==> src/rtl/mem_stage.sv <==
// mem_stage: pipeline stage between execute and writeback.
//
// Holds one instruction from execute. If that instruction issued a data-memory
// request, the stage waits for the matching response, extracts and extends the
// load data, and then presents the writeback and register-file buses.
//
// Ports:
//   clk, reset          clock, asynchronous active-high reset
//   es2ms_valid/bus     instruction from execute
//   ms_allowin          stage can take a new instruction this cycle
//   data_sram_data_ok   response strobe, one per request, in order
//   data_sram_rdata     response data, valid with data_ok
//   ws_allowin          writeback can accept
//   ms2ws_valid/bus     {vaddr, pc, csr_zip, except_zip} to writeback
//   ms_rf_zip           {csr_re, rf_we, rf_waddr, rf_wdata} forwarding view
//   ms_load_pending     load still waiting for data (decode stalls on it)
//   ms_ex               held instruction carries an exception or ertn
//   wb_ex, ertn_flush   pipeline flush from writeback
module mem_stage #(
    parameter int ES2MS_LEN = 195,
    parameter int MS2WS_LEN = 150
) (
    input  logic                 clk,
    input  logic                 reset,
    input  logic                 es2ms_valid,
    input  logic [ES2MS_LEN-1:0] es2ms_bus,
    output logic                 ms_allowin,
    input  logic                 data_sram_data_ok,
    input  logic [31:0]          data_sram_rdata,
    input  logic                 ws_allowin,
    output logic                 ms2ws_valid,
    output logic [MS2WS_LEN-1:0] ms2ws_bus,
    output logic [38:0]          ms_rf_zip,
    output logic                 ms_load_pending,
    output logic                 ms_ex,
    input  logic                 wb_ex,
    input  logic                 ertn_flush
);

    typedef enum logic {BUF_EMPTY = 1'b0, BUF_FULL = 1'b1} buf_state_t;

    logic                 ms_valid;
    logic [ES2MS_LEN-1:0] es_bus_q;
    logic                 discard;
    logic [31:0]          data_buf;
    buf_state_t           buf_state, buf_next;
    logic                 data_buf_valid;
    logic                 buf_fill;

    logic        flush;
    logic        ready_go;
    logic [31:0] pc_q, vaddr_q, result_q;
    logic [78:0] csr_zip_q;
    logic [6:0]  except_zip_q;
    logic [4:0]  load_op_q, rf_waddr_q;
    logic        mem_req_q, csr_re_q, rf_we_q_raw;
    logic [31:0] mem_data, mem_shift, load_value, rf_wdata;
    logic [7:0]  load_byte;
    logic [15:0] load_half;
    logic        rf_we_q;

    assign {pc_q, vaddr_q, csr_zip_q, except_zip_q, load_op_q, mem_req_q,
            csr_re_q, rf_we_q_raw, rf_waddr_q, result_q} = es_bus_q;

    assign flush = wb_ex | ertn_flush;

    // A response that belongs to a flushed request must not release the
    // instruction captured after the flush.
    assign ready_go    = ~mem_req_q | data_buf_valid | (data_sram_data_ok & ~discard);
    assign ms_allowin  = ~ms_valid | (ready_go & ws_allowin);
    assign ms2ws_valid = ms_valid & ready_go;

    always_ff @(posedge clk or posedge reset) begin
        if (reset)           ms_valid <= 1'b0;
        else if (flush)      ms_valid <= 1'b0;
        else if (ms_allowin) ms_valid <= es2ms_valid;
    end

    always_ff @(posedge clk or posedge reset) begin
        if (reset)                                      es_bus_q <= '0;
        else if (es2ms_valid && ms_allowin && !flush)   es_bus_q <= es2ms_bus;
    end

    // Outstanding request at flush time: its response will still arrive and
    // has to be swallowed. If data_ok coincides with the flush it is consumed.
    always_ff @(posedge clk or posedge reset) begin
        if (reset)
            discard <= 1'b0;
        else if (flush && ms_valid && mem_req_q && !data_buf_valid && !data_sram_data_ok)
            discard <= 1'b1;
        else if (data_sram_data_ok)
            discard <= 1'b0;
    end

    // Response buffer: keeps data that arrived while writeback was stalled.
    always_ff @(posedge clk or posedge reset) begin
        if (reset) buf_state <= BUF_EMPTY;
        else       buf_state <= buf_next;
    end

    always_comb begin
        buf_next = buf_state;
        case (buf_state)
            BUF_EMPTY:
                if (!flush && ms_valid && mem_req_q && data_sram_data_ok && !discard && !ws_allowin)
                    buf_next = BUF_FULL;
            BUF_FULL:
                if (flush || (ms2ws_valid && ws_allowin))
                    buf_next = BUF_EMPTY;
            default: buf_next = BUF_EMPTY;
        endcase
    end

    always_comb begin
        data_buf_valid = (buf_state == BUF_FULL);
        buf_fill       = (buf_state == BUF_EMPTY) && (buf_next == BUF_FULL);
    end

    always_ff @(posedge clk or posedge reset) begin
        if (reset)         data_buf <= '0;
        else if (buf_fill) data_buf <= data_sram_rdata;
    end

    // Load extraction; load_op is {ld_b, ld_bu, ld_h, ld_hu, ld_w}.
    assign mem_data  = data_buf_valid ? data_buf : data_sram_rdata;
    assign mem_shift = mem_data >> {vaddr_q[1:0], 3'b000};
    assign load_byte = mem_shift[7:0];
    assign load_half = vaddr_q[1] ? mem_data[31:16] : mem_data[15:0];

    always_comb begin
        load_value = mem_data;
        if (load_op_q[4])      load_value = {{24{load_byte[7]}}, load_byte};
        else if (load_op_q[3]) load_value = {24'b0, load_byte};
        else if (load_op_q[2]) load_value = {{16{load_half[15]}}, load_half};
        else if (load_op_q[1]) load_value = {16'b0, load_half};
    end

    assign rf_wdata = (|load_op_q) ? load_value : result_q;

    assign ms_ex           = ms_valid & (|except_zip_q);
    assign rf_we_q         = rf_we_q_raw & ms_valid & ~ms_ex;
    assign ms_load_pending = ms_valid & (|load_op_q) & ~ready_go;

    assign ms2ws_bus = {vaddr_q, pc_q, csr_zip_q, except_zip_q};
    assign ms_rf_zip = {csr_re_q, rf_we_q, rf_waddr_q, rf_wdata};

endmodule

==> config.mk <==
export PLATFORM = sky130hd
export DESIGN_NAME = mem_stage
export DESIGN_NICKNAME = d
export VERILOG_FILES = /design/src/rtl/mem_stage.sv
export SDC_FILE = /design/constraint.sdc
export NUM_CORES = 1
export LEC_CHECK = 0
export BUFFER_PORTS_ARGS = -buffer_cell sky130_fd_sc_hd__buf_2
export CORE_ASPECT_RATIO = 1.4
export CORE_MARGIN = 10
export CORE_UTILIZATION = 45
export DETAILED_ROUTE_END_ITERATION = 12
export GPL_TIMING_DRIVEN = 0
export PLACE_DENSITY = 0.86
export SYNTH_ARGS = -nofsm -noshare
export SYNTH_HDL_FRONTEND = slang
export SYNTH_SLANG_ARGS = --single-unit
==> constraint.sdc <==
create_clock -name clk -period 8.4 [get_ports clk]
set_clock_uncertainty 0.2 [all_clocks]
set_input_delay 1.68 -clock clk [delete_from_list [all_inputs] [get_ports clk]]
set_output_delay 1.68 -clock clk [all_outputs]
set_load 0.005 [all_outputs]
Yosys cells after proc, flatten, opt, wreduce, memory -nomap -nowiden

Cells that the tools add are included.

Flip-flop bits (word level): 230
Input bits: 234
Output and inout bits: 193
Word-level logic and storage cells: 61

Shifts and indexed selects: 1
Multiplexer cells: 14
Bitwise operators: 18
Reductions and logical operators: 23

Operators with widths:

| kind                                          | count |
|---|---|
| 32-bit 2-to-1 mux                             | 6 |
| 32-bit by 5-bit right shift with 8-bit output | 1 |
| 16-bit 2-to-1 mux                             | 1 |
| 1-bit logical AND                             | 13 |
| 1-bit bitwise AND                             | 8 |
| 7-bit OR reduction                            | 1 |
| 1-bit 2-to-1 mux                              | 6 |
| 1-bit inverter                                | 6 |
| 1-bit logical NOT                             | 5 |
| 5-bit OR reduction                            | 1 |
| 1-bit bitwise OR                              | 4 |
| 2-bit nonzero test                            | 2 |
| 1-bit case mux with 2 select lines            | 1 |
| 1-bit logical OR                              | 1 |

Longest topological paths before layout

Depth after elaboration: 10
Mapped depth: 7
Depth with buffers taken out: 4

Worst setup path before layout

OpenSTA, ideal clock, no wires.

Kind: input to output
Start: input port data_sram_rdata[7]
End: output port ms_rf_zip[20]
Arrival time: 3.091 ns
Data required time: 6.520 ns
Path slack: 3.429 ns
Stages on the path: 5
Path buffers: 1
Path through: mux2_1 mux4_2 a211oi_4 buf_6 a21oi_2

Longest elaborated chain between the ends: 4

RTL lines:

| item                                          | RTL line | text |
|---|---|---|
| from (decl)                                   | 29       | `input logic [31:0] data_sram_rdata,` |
| 32-bit 2-to-1 mux                             | 125      | `assign mem_data = data_buf_valid ? data_buf : data_sram_rdata;` |
| 32-bit by 5-bit right shift with 8-bit output | 126      | `assign mem_shift = mem_data >> {vaddr_q[1:0], 3'b000};` |
| 32-bit 2-to-1 mux                             | 132      | `if (load_op_q[4]) load_value = {{24{load_byte[7]}}, load_byte};` |
| 32-bit 2-to-1 mux                             | 138      | `assign rf_wdata = (\|load_op_q) ? load_value : result_q;` |
| to (decl)                                     | 33       | `output logic [38:0] ms_rf_zip,` |

No other way between the ends.

Final worst setup path

Start: input port data_sram_rdata[15]
End: output port ms_rf_zip[14]

The elaborated chain is that of the path after synthesis.

==> insert_results.sql <==
INSERT INTO impl_metrics (metric_group, metric, value, unit) VALUES
('run_status', 'status', 'finished, final reports clean', ''),
('sta', 'grt_setup_unrepaired', 'no', ''),
('global_routing', 'grt_use_total', '21.08', '%'),
('final_layout', 'fill_cells', '1918', ''),
('logic_synthesis', 'synth_top_family_by_area', 'multiplexers', ''),
('final_layout', 'most_common_cell_after_layout_fill_and_taps_aside', 'sky130_fd_sc_hd__buf_2', ''),
('global_routing', 'global_route_overflow', '0', ''),
('placed_design', 'gp_congestion', '0.9162', ''),
('sta', 'timing_max_transition_violations_final', '0', ''),
('floorplanning', 'overall_die_area', '0.03138', 'mm^2'),
('logic_synthesis', 'yosys_register_bits', '230', ''),
('power', 'max-vdd-ir-drop', '214.2', 'uV'),
('placed_design', 'place.detailed.instances', '1595', ''),
('worst_setup_path', 'cp_data_required_time', '6.52', 'ns'),
('worst_setup_path', 'cp-end-kind', 'primary output', ''),
('clock_network', 'clock_tree.htree_level_count', '1', ''),
('logic_synthesis', 'post_synth.cell_area_avg', '12.91', 'um^2'),
('floorplanning', 'start_util', '46.03', '%'),
('drt', 'drt_pass1_iterations', '4', ''),
('worst_setup_path', 'crit_fanout', '8', ''),
('sta', 'timing.final.crit_period', '5.630', 'ns'),
('floorplanning', 'chip_width', '152.6', 'um'),
('logic_synthesis', 'syn_area', '0.01108', 'mm^2'),
('clock_network', 'cts_tree', 'done', ''),
('global_routing', 'grt_first_pass_wirelength', '52570', 'um'),
('placed_design', 'io_buffer_count', '426', ''),
('sta', 'final_min_period_over_clock_period', '67.02', '%'),
('drt', 'remaining_drc_errors', '0', ''),
('logic_synthesis', 'seq_area_frac_synth', '51.97', '%'),
('drt', 'num_vias', '8270', ''),
('clock_network', 'cts.repair.resized', '0', ''),
('drt', 'postRouteAntennaNets', '0', ''),
('final_layout', 'layout_area_growth_over_synthesis', '30.41', '%'),
('sta', 'max_freq', '177.6', 'MHz'),
('logic_synthesis', 'yosys_cell_types', '32', ''),
('clock_network', 'clock-root-buffer', 'sky130_fd_sc_hd__clkbuf_16', ''),
('clock_network', 'cts.clk_slew.worst_paths', '0.06', 'ns'),
('sta', 'hold_violations', '0', ''),
('placed_design', 'place_hpwl', '28080', 'um'),
('flow_run', 'drv.max_cap_violation_count', '0', ''),
('power', 'p_leak', '7.249', 'nW'),
('logic_synthesis', 'postSynthCellCount', '858', ''),
('logic_synthesis', 'synth_fp_nets', '1092', ''),
('worst_setup_path', 'r2r_cells', '6', ''),
('hold_path', 'hold_path.class', 'reg -> reg', ''),
('floorplanning', 'core_area', '0.02406', 'mm^2'),
('drt', 'initialDrtViolationCount', '363', ''),
('sta', 'finalSetupViolations', '0', ''),
('hold_path', 'hold_path_depth', '1', ''),
('global_routing', 'antenna_found_initial', '10', ''),
('logic_synthesis', 'synth_simple_gate_area_share', '3.344', '%'),
('logic_synthesis', 'synthMuxAreaShare', '28.25', '%'),
('final_layout', 'final_nets', '1545', ''),
('worst_setup_path', 'worstSetupStartpointType', 'input pin', ''),
('global_routing', 'grt_start_max_net_pins', '117', ''),
('final_layout', 'drive_above_1_share', '68.60', '%'),
('floorplanning', 'die_h', '205.6', 'um'),
('drt', 'wl_per_cell', '21.30', 'um'),
('sta', 'setup_ws', '2.770', 'ns'),
('clock_network', 'hold_buffers', '0', ''),
('final_layout', 'final_cell_mix', '449 x sky130_fd_sc_hd__buf_2, 241 x sky130_fd_sc_hd__mux2_2, 230 x sky130_fd_sc_hd__dfrtp_1', ''),
('worst_setup_path', 'crit_arrival', '3.75', 'ns'),
('clock_network', 'numCtsBuffers', '24', ''),
('floorplanning', 'design.portCount', '427', ''),
('clock_network', 'postCtsSetupRepairBufs', '0', ''),
('logic_synthesis', 'post_synth_fa_ha_maj_area_fraction', '0', '%'),
('sta', 'timing.slew.headroom', '28.81', '%'),
('logic_synthesis', 'ys_warn_count', '0', ''),
('power', 'power.total', '3.506', 'mW'),
('clock_network', 'clock_latency', '0.52', 'ns'),
('worst_setup_path', 'critical_path_class', 'in -> out', '');
## area by class of cell
cell class	count	area, um^2	area share, %
Sequential cell	230	5756	39.85
Timing Repair Buffer	427	2160	14.95
Clock buffer	36	685.7	4.747
Clock inverter	7	102.6	0.7103
Buffer	197	1380	9.555
Antenna cell	10	25.02	0.1732
Tap cell	310	387.9	2.685
Inverter	17	71.32	0.4938
Multi-Input combinational cell	414	3876	26.84
## layer usage
metal	global-route usage, %	vias to the layer above	part of all wire, %
met5	0	-	0.034
met4	10.17	2	4.4
met3	7.374	93	9.7
met2	38.62	409	53
met1	20.78	4065	33
li1	-	3701	-
## logic make-up after synthesis
logic type / Yosys count
buffers and inverters: 214
and+or+nand+nor: 89
DFF: 230
AOI/OAI and AO/OA: 55
muxes: 270
## metrics by stage
step           hold WS, ns  cell area (um^2)
2_1_floorplan       0.2722             11080
3_3_place_gp        0.2809             13600
3_5_place_dp        0.2905             13630
4_1_cts             0.3064             14420
5_1_grt             0.3185             14440
6_report            0.3067             14440
## report_power, final
part | switching (mW) | internal [mW]
clock | 0.437 | 0.627
sequential | 0.124 | 1.31
combinational | 0.420 | 0.583
total | 0.981 | 2.52
## Yosys cell counts
library cell                 n  area (um^2)
sky130_fd_sc_hd__a221oi_1    7        61.31
sky130_fd_sc_hd__nor3_1      3        15.01
sky130_fd_sc_hd__buf_2      23        115.1
sky130_fd_sc_hd__inv_1      17        63.81
sky130_fd_sc_hd__a21oi_1    18        90.09
sky130_fd_sc_hd__mux2_2    241         2714
sky130_fd_sc_hd__o21ai_1     1        5.000
sky130_fd_sc_hd__a211oi_4    1        20.02
sky130_fd_sc_hd__o21ai_0     9        45.04
sky130_fd_sc_hd__clkbuf_1   12        45.04
sky130_fd_sc_hd__buf_4     159         1194
sky130_fd_sc_hd__nor2_1     38        142.6
sky130_fd_sc_hd__nand2b_1    2        12.51
sky130_fd_sc_hd__o21a_1      1        7.510
sky130_fd_sc_hd__and2_1      1        6.260
sky130_fd_sc_hd__or2_2       1        6.260
sky130_fd_sc_hd__nand2_1    36        135.1
sky130_fd_sc_hd__mux2_4      2        30.03
sky130_fd_sc_hd__buf_6       2        22.52
sky130_fd_sc_hd__a21oi_2    10        87.58
sky130_fd_sc_hd__dfrtp_1   230         5756
sky130_fd_sc_hd__o211ai_1    8        60.06
sky130_fd_sc_hd__nand4b_1    1        8.760
sky130_fd_sc_hd__nor4_1      2        12.51
sky130_fd_sc_hd__mux2i_1    16        160.2
sky130_fd_sc_hd__nand3_1     1        5.000
sky130_fd_sc_hd__nor2b_1     1        6.260
sky130_fd_sc_hd__or4_1       1        7.510
sky130_fd_sc_hd__buf_1       1        3.750
sky130_fd_sc_hd__mux4_2      9        202.7
sky130_fd_sc_hd__and3_1      2        12.51
sky130_fd_sc_hd__mux2_1      2        22.52
## sequential cells by signal, summed over array words and instances, names as in the netlist
register,count
es_bus_q,195
buf_state,1
ms_valid,1
data_buf,32
discard,1
## path summary, 6_finish.rpt
path | end | start | slack, ns
min in group asynchronous | es_bus_q[153]$_DFFE_PP0P_ | reset | 1.08
hold / removal | data_buf[0]$_DFFE_PP0P_ | data_buf[0]$_DFFE_PP0P_ | 0.31
hold reg to reg | data_buf[0]$_DFFE_PP0P_ | data_buf[0]$_DFFE_PP0P_ | 0.31
max in group asynchronous | es_bus_q[20]$_DFFE_PP0P_ | reset | 5.83
setup / recovery | ms_rf_zip[14] | data_sram_rdata[15] | 2.77
setup reg to reg | es_bus_q[117]$_DFFE_PP0P_ | discard$_DFFE_PP0P_ | 5.42
## worst max-delay path, stage by stage
cell	delay, ns
sky130_fd_sc_hd__buf_2	0.12
sky130_fd_sc_hd__mux2_1	0.31
sky130_fd_sc_hd__mux4_2	0.53
sky130_fd_sc_hd__a21oi_1	0.69
sky130_fd_sc_hd__a21oi_1	0.23
sky130_fd_sc_hd__buf_2	0.20
No activity file was read; power rests on OpenSTA's default activity.
